`src/rtl/branch_hazard_ctrl.sv`:
```
// branch_hazard_ctrl: ID-stage branch hazard stall/flush controller; optional perf counters via BRANCH_HAZARD_PERF_EN
module branch_hazard_ctrl #(
    parameter int CNT_W = 16
) (
    input  logic             Clk,
    input  logic             Rst,
    input  logic [31:0]      ID_Instruction,
    input  logic             EX_RegWrite,
    input  logic             EX_MemRead,
    input  logic [4:0]       EX_WriteReg,
    input  logic             MEM_MemRead,
    input  logic [4:0]       MEM_WriteReg,
    input  logic             PCSel,
    output logic             Stall_PC,
    output logic             Stall_IFID,
    output logic             Bubble_IDEX,
    output logic             Flush_IFID,
    output logic [1:0]       State
`ifdef BRANCH_HAZARD_PERF_EN
    ,
    output logic [CNT_W-1:0] StallCycleCnt,
    output logic [CNT_W-1:0] RedirectCnt
`endif
);
    typedef enum logic [1:0] {IDLE = 2'b00, STALL = 2'b01, FLUSH = 2'b10} state_t;
    state_t     state_q, state_d;
    logic [1:0] cnt_q, cnt_d;
    logic [1:0] need;
    logic       stall, flush;
    logic [5:0] opcode, funct;
    logic [4:0] rs, rt;
    logic       is_ctrl, uses_rt;
    logic       unused_instr_bits;
    assign opcode            = ID_Instruction[31:26];
    assign rs                = ID_Instruction[25:21];
    assign rt                = ID_Instruction[20:16];
    assign funct             = ID_Instruction[5:0];
    assign unused_instr_bits = ^ID_Instruction[15:6];
    assign uses_rt = (opcode == 6'b000100) || (opcode == 6'b000101);
    assign is_ctrl = (opcode == 6'b000001) || (opcode[5:2] == 4'b0001) ||
                     (opcode == 6'b000000 && funct == 6'b001000);
    function automatic logic src_hit(input logic [4:0] r);
        return (r != 5'd0) && ((r == rs) || (uses_rt && r == rt));
    endfunction
    // Cycles the branch in ID must wait for its operands to become forwardable
    always_comb begin
        need = 2'd0;
        if (is_ctrl)
            need = (EX_MemRead && src_hit(EX_WriteReg))   ? 2'd2 :
                   (EX_RegWrite && src_hit(EX_WriteReg))  ? 2'd1 :
                   (MEM_MemRead && src_hit(MEM_WriteReg)) ? 2'd1 : 2'd0;
    end
    // Next-state and raw stall/flush decisions; stall wins over redirect
    always_comb begin
        state_d = state_q;
        cnt_d   = cnt_q;
        stall   = 1'b0;
        flush   = 1'b0;
        case (state_q)
            IDLE: begin
                if (need != 2'd0) begin
                    stall = 1'b1;
                    if (need == 2'd2) begin
                        state_d = STALL;
                        cnt_d   = need - 2'd1;
                    end
                end else if (PCSel) begin
                    flush   = 1'b1;
                    state_d = FLUSH;
                end
            end
            STALL: begin
                stall   = 1'b1;
                cnt_d   = (cnt_q == 2'd0) ? 2'd0 : cnt_q - 2'd1;
                state_d = (cnt_q <= 2'd1) ? IDLE : STALL;
            end
            FLUSH:   state_d = IDLE;
            default: state_d = IDLE;
        endcase
    end
    // State and stall counter registers
    always_ff @(posedge Clk) begin
        if (Rst) begin
            state_q <= IDLE;
            cnt_q   <= 2'd0;
        end else begin
            state_q <= state_d;
            cnt_q   <= cnt_d;
        end
    end
    assign Stall_PC    = stall & ~Rst;
    assign Stall_IFID  = stall & ~Rst;
    assign Bubble_IDEX = stall & ~Rst;
    assign Flush_IFID  = flush & ~Rst;
    assign State       = Rst ? IDLE : state_q;
`ifdef BRANCH_HAZARD_PERF_EN
    logic [CNT_W-1:0] stall_cnt_q, redir_cnt_q;
    // Saturating counts of stall cycles and redirect flushes
    always_ff @(posedge Clk) begin
        if (Rst) begin
            stall_cnt_q <= '0;
            redir_cnt_q <= '0;
        end else begin
            if (stall && !(&stall_cnt_q)) stall_cnt_q <= stall_cnt_q + 1'b1;
            if (flush && !(&redir_cnt_q)) redir_cnt_q <= redir_cnt_q + 1'b1;
        end
    end
    assign StallCycleCnt = stall_cnt_q;
    assign RedirectCnt   = redir_cnt_q;
`else
    localparam int unused_cnt_w = CNT_W;
`endif
endmodule

```
`config.mk`:
```
export PLATFORM = sky130hd
export DESIGN_NAME = branch_hazard_ctrl
export DESIGN_NICKNAME = d
export VERILOG_FILES = /design/src/rtl/branch_hazard_ctrl.sv
export SDC_FILE = /design/constraint.sdc
export NUM_CORES = 1
export LEC_CHECK = 0
export ABC_AREA = 1
export CORE_MARGIN = 2
export CORE_UTILIZATION = 34
export CTS_CLUSTER_DIAMETER = 60
export CTS_CLUSTER_SIZE = 28
export DETAILED_ROUTE_END_ITERATION = 6
export PLACE_DENSITY = 0.81
export SLEW_MARGIN = 10
export SYNTH_ARGS = -nofsm -noshare
export SYNTH_HDL_FRONTEND = slang
export SYNTH_SLANG_ARGS = --single-unit
export TNS_END_PERCENT = 100
```
`constraint.sdc`:
```
create_clock -name Clk -period 2.25 [get_ports Clk]
set_input_delay 0.3375 -clock Clk [delete_from_list [all_inputs] [get_ports Clk]]
set_output_delay 0.3375 -clock Clk [all_outputs]
set_load 0.02 [all_outputs]
```
# After elaboration in Yosys (flattened, before gate mapping)
# Cells that the tools add are included.
# op_classes
add_sub_neg	2
n_mul	0
div	0
order_cmp	1
n_eq_ne	15
shift	0
muxes	19
bitwise_logic	3
n_reduce_logical	22
# op_table
operator	n
$eq A5 B5 Y1	4
$mux W2	9
$eq A6 B3 Y1 const B	2
$reduce_bool A5 Y1	2
$logic_and A1 B1 Y1	8
$pmux W2 S2	2
$mux W1	7
$eq A6 B1 Y1 const B	1
$eq A6 B4 Y1 const B	1
$logic_not A6 Y1	1
$ne A3 B3 Y1 const B	2
$logic_or A1 B1 Y1	5
$eq A4 B1 Y1 const B	1
$logic_not A2 Y1	2
$ne A2 B2 Y1 const B	2
$reduce_bool A2 Y1	2
$sub A2 B1 Y2 const B	2
$reduce_and A3 Y1	1
$and A1 B1 Y1	2
$eq A2 B1 Y1 const B	1
$eq A2 B2 Y1 const B	1
$le A2 B1 Y1 const B	1
$pmux W1 S2	1
$reduce_and A2 Y1	1
$not A1 Y1	1
# totals
reg_bits	4
latch_bits	0
ramBits	0
mem_bits_ro	0
inputBits	48
out_inout_bits	6
wordCells	64
n_memories	0

# Longest topological paths before layout
# Gate-level depths: netlist of the first run.
# depth
depth_word	14
depth_mapped	18
depth_no_buf	18

# Worst setup path after synthesis of the first run
# OpenSTA, ideal clock, no wires.
# synth_timing
path_kind	input port to output port
start	in ID_Instruction[31]
end	out Stall_IFID
arrival_time_ps	2233
t_required_ps	1913
path_slack_ps	-320
cell_stages	11
path_buffers	1
path_cell_list	nor2_2 > nand3_2 > nor2_2 > nand3_1 > nand2_2 > nand3_1 > nand2_2 > nand2_4 > ha_1 > a211oi_1 > buf_4
# synth_between
elab_chain_cells	14
word_cells_on_any_way	26
classes_between	eq/ne: 4; mux: 6; bitwise: 1; reduce/logical: 15
# synth_lines
element	line_no	rtl
start: declaration	7	input logic [31:0] ID_Instruction,
$eq A6 B3 Y1	39	assign uses_rt = (opcode == 6'b000100) || (opcode == 6'b000101);
$logic_or A1 B1 Y1	39	
$logic_and A1 B1 Y1	43	return (r != 5'd0) && ((r == rs) || (uses_rt && r == rt));
$logic_or A1 B1 Y1	43	
$logic_and A1 B1 Y1	43	
$logic_and A1 B1 Y1	51	(MEM_MemRead && src_hit(MEM_WriteReg)) ? 2'd1 : 2'd0;
$mux W1	51	
$mux W1	50	(EX_RegWrite && src_hit(EX_WriteReg)) ? 2'd1 :
$mux W2	49	need = (EX_MemRead && src_hit(EX_WriteReg)) ? 2'd2 :
$mux W2 *	48	if (is_ctrl)
$reduce_bool A2 Y1 *	61	if (need != 2'd0) begin
$mux W1 *	61	
$pmux W1 S2 *	59	case (state_q)
$and A1 B1 Y1 *	n/a	
end: declaration	15	output logic Stall_IFID,
# Every way passes the cells marked *; elsewhere a longest branch is shown, timed or not.

# Worst setup path after layout of the first run
# layout_timing
start	in MEM_WriteReg[4]
end	out Stall_PC
# layout_between
elab_chain_cells	13
word_cells_on_any_way	15
classes_between	eq/ne: 2; mux: 6; bitwise: 1; reduce/logical: 6
# layout_lines
element	line_no	rtl
start: declaration	12	input logic [4:0] MEM_WriteReg,
$eq A5 B5 Y1	43	
$logic_and A1 B1 Y1	43	
$logic_or A1 B1 Y1	43	
$logic_and A1 B1 Y1 *	43	
$logic_and A1 B1 Y1 *	51	
$mux W1 *	51	
$mux W1 *	50	
$mux W2 *	49	
$mux W2 *	48	
$reduce_bool A2 Y1 *	61	
$mux W1 *	61	
$pmux W1 S2 *	59	
$and A1 B1 Y1 *	91	assign Stall_PC = stall & ~Rst;
end: declaration	14	output logic Stall_PC,
# Marks and branches as above.

==> results.md, run 1 <==
* Most frequent cell after synthesis: nand2_1
* CTS buffer count at 3
* Fmax at 454.5 MHz
* Max-slew headroom at 81.95%
* DR vias/cell at 4.554
* Initial antenna violation count at 0
* Finish-stage setup viols at 0
* Final nets at 246
* CP max stage cell: a211oi_4
* EDFF count, synth at 0
* H-tree level count at 1
* Pwr Density at 244.1 nW/um2
* Core ar. at 2148 um2
* Cell count of the worst hold path at 2
* Worst skew pair latency at 0.23 ns
* Worst vdd ir at 0.0001724 V
* Final Hold Fails at 0
* Async set-reset flop share out of synthesis at 0%
* Total Routing Usage GR at 17.18%
* Max_cap viols at 0
* Dpl hpwl at 1810 um
* Post-Syn Area per Cell at 5.507 um2
* Final wirelength at 2249 um
* First-pass GRT wire length at 3546 um
* Post-Place Setup Slack at -0.8326 ns
* Status: finished, final reports clean
* Crit Path Class: in2out
* Rows at 17
* Worst-path clk slew at 0.04 ns
* Gate power share at 49.2%
* Worst-path cell chain: clkdlybuf4s15_2, xor2_1, nor3_2, nand2_1, nand2_1, nand2_1, nand2_2, nand2_4, ha_4, a211oi_4, buf_6
* CTS max path bufs at 2
* Unrepaired setup endpoints after global routing: true
* Die footprint at 2612 um2
* Top cell type's share of synthesized area at 17.41%
* P_int at 214.4 uW
* Placed Instances at 216
* Die H at 51.11 um
* Sequential power share at 23.6%
* Post-route insts no fill at 222
* Inserted Diodes at 0
* Initial Util at 35.12%
* Min cycle time layout at 2.200 ns
* Fraction of layout cells with a size suffix above 1 at 36.60%
* Avg WL per Cell at 10.13 um
* Largest stage delay on the critical path at 0.31 ns
* CTS root buf: clkbuf_4
* Largest net degree at the start of global routing at 6
* Setup WS post-layout at 0.04962 ns
* Vias in the first global route at 936
* Synth area leaders: nand2_1, inv_1, dfxtp_1, nor2_1, xor2_1
* CTS tree: built
* Growth of design area from synthesis to finish at 74.13%
* Mapped Area at 754.5 um2
* Switching pwr at 106.3 uW
* Fin crit share at 97.79%
* Synth cell types at 23
* Sw Ratio at 33.14%
* Most frequent cell on the critical path: nand2_1
* Mapped Nets at 187
* Ys flop type: dfxtp_1
* CTS sink count at 4
* Yosys top cell by area: nand2_1
* Clock Power Share at 27.2%
* Detailed-router iteration count before antenna repair at 4
* Post-synthesis sequential area ratio at 10.61%
* Post-route clock skew at 0.001155 ns
* GPL Wtd Cong at 0.9030
* Leak at 0.0007208 uW
* Crit path DAT at 1.86 ns
* Synthesis Warnings at 0
* Crit start category: primary input
* Number of synthesized register bits at 4
* 1st-iter DRT viols at 22
* Chip width at 51.11 um
* Mapped Cells at 137
* Largest fanout on the critical path at 3
* Measured slew at the worst slew-check pin at 0.2699 ns
* DRC at 0
* Max-slew violation count at 0
* Total gr overflow at 0
* Port bufs at 43
* Routed Antenna Nets at 0
* Critical path data required time at 1.91 ns
* IO Pins at 54
* R2R depth at 5
* Synth top cells by count: nand2_1, inv_1, nor2_1
* Critical Path End Type: output pin
* Hold crit path type: reg2reg
* Via count at 1011
cell families (layout without fill, tap and decap cells):
group,Yosys count,count (layout),share of synthesized area (%)
fa+ha+maj,2,2,3.316
xor+xnor,12,12,13.93
compound gates,9,9,6.965
simple gates,79,79,48.76
buf+inv,31,88,16.42
flops,4,4,10.61
cell type report:
cell class                 count  area [um2]
clock buffer                   3       22.52
timing repair buffer          56       445.4
multi-input combinational    102       621.8
fill                         198       834.6
tap                           28       35.03
sequential                     4       80.08
inverter                      29       108.9
power groups by stage:
stage,clock network (uW),registers [uW],logic [uW]
after detailed placement,0,76.7,167
after global routing,98.1,75.9,173
after floorplan,0,76.1,63.4
final,87.1,75.7,158
after CTS,91.3,75.6,154
after global placement,0,76.6,164
critical path: cells and delay by family:
family	cells	cell delay, ns
buffers and inverters	2	0.38
and+or+nand+nor	6	0.48
AOI/OAI and AO/OA	1	0.31
xor gates and xnor gates	1	0.18
adders and majority gates	1	0.17
what timing repair did:
item	in CTS	in global routing
hold buffers	0	0
gates resized for setup	86	49
buffers inserted	2	1
endpoints found under the setup margin	6	6
pin swaps	20	26
metal layers:
| layer | vias up | track usage (%) | wire length [um] |
|---|---|---|---|
| li1 | 532 | - | - |
| met1 | 441 | 19.57 | 1004 |
| met2 | 36 | 33.55 | 1080 |
| met3 | 2 | 3.509 | 142 |
| met4 | 0 | 1.351 | 21 |
| met5 | - | 0 | 0 |
worst paths after layout:
check / end / slack [ns] / startpoint
max: Stall_PC / 0.05 / MEM_WriteReg[4]
min: cnt_q[1]$_SDFFE_PP0P_ / 0.49 / cnt_q[1]$_SDFFE_PP0P_
max reg2reg: cnt_q[0]$_SDFFE_PP0P_ / 1.19 / state_q[1]$_SDFFE_PP0P_
min reg2reg: cnt_q[1]$_SDFFE_PP0P_ / 0.49 / cnt_q[1]$_SDFFE_PP0P_
metrics by stage:
step	power [uW]	area, um2	hold slack [ns]	utilization [%]	TNS (ns)
global route	347.3	1314	0.5237	61.15	-0.09799
global placement	240.7	1292	0.4703	60.16	-3.854
floorplan	139.5	767.0	0.4066	-	0
detailed placement	243.9	1292	0.4800	60.16	-4.173
CTS	321.0	1338	0.4859	62.26	0
finish	320.6	1314	0.4896	61.15	0
registers in the layout, indices dropped and copies added (netlist names):
signal   count
cnt_q        2
state_q      2
cell usage in the layout, fill, tap and decap left out, types with 5 or more instances in the layout:
cell,synthesis,layout
xor2_1,8,7
clkbuf_2,0,15
nand4_1,5,5
nand2_2,4,5
nand2_1,35,34
inv_1,25,25
nor2_1,21,20
buf_4,2,13
clkdlybuf4s50_1,0,7
buf_6,0,8
(Power assumes the default switching activity.)
==> inputs of run 2 (changes only) <==
--- a/config.mk
+++ b/config.mk
@@ -6,14 +6,15 @@
 export NUM_CORES = 1
 export LEC_CHECK = 0
 export ABC_AREA = 1
+export CAP_MARGIN = 20
 export CORE_MARGIN = 2
 export CORE_UTILIZATION = 34
 export CTS_CLUSTER_DIAMETER = 60
 export CTS_CLUSTER_SIZE = 28
 export DETAILED_ROUTE_END_ITERATION = 6
+export GPL_ROUTABILITY_DRIVEN = 0
 export PLACE_DENSITY = 0.81
 export SLEW_MARGIN = 10
 export SYNTH_ARGS = -nofsm -noshare
 export SYNTH_HDL_FRONTEND = slang
 export SYNTH_SLANG_ARGS = --single-unit
-export TNS_END_PERCENT = 100
==> results of run 2 <==
Same layout as run 1: the final DEF is identical, and so are final timing and power.
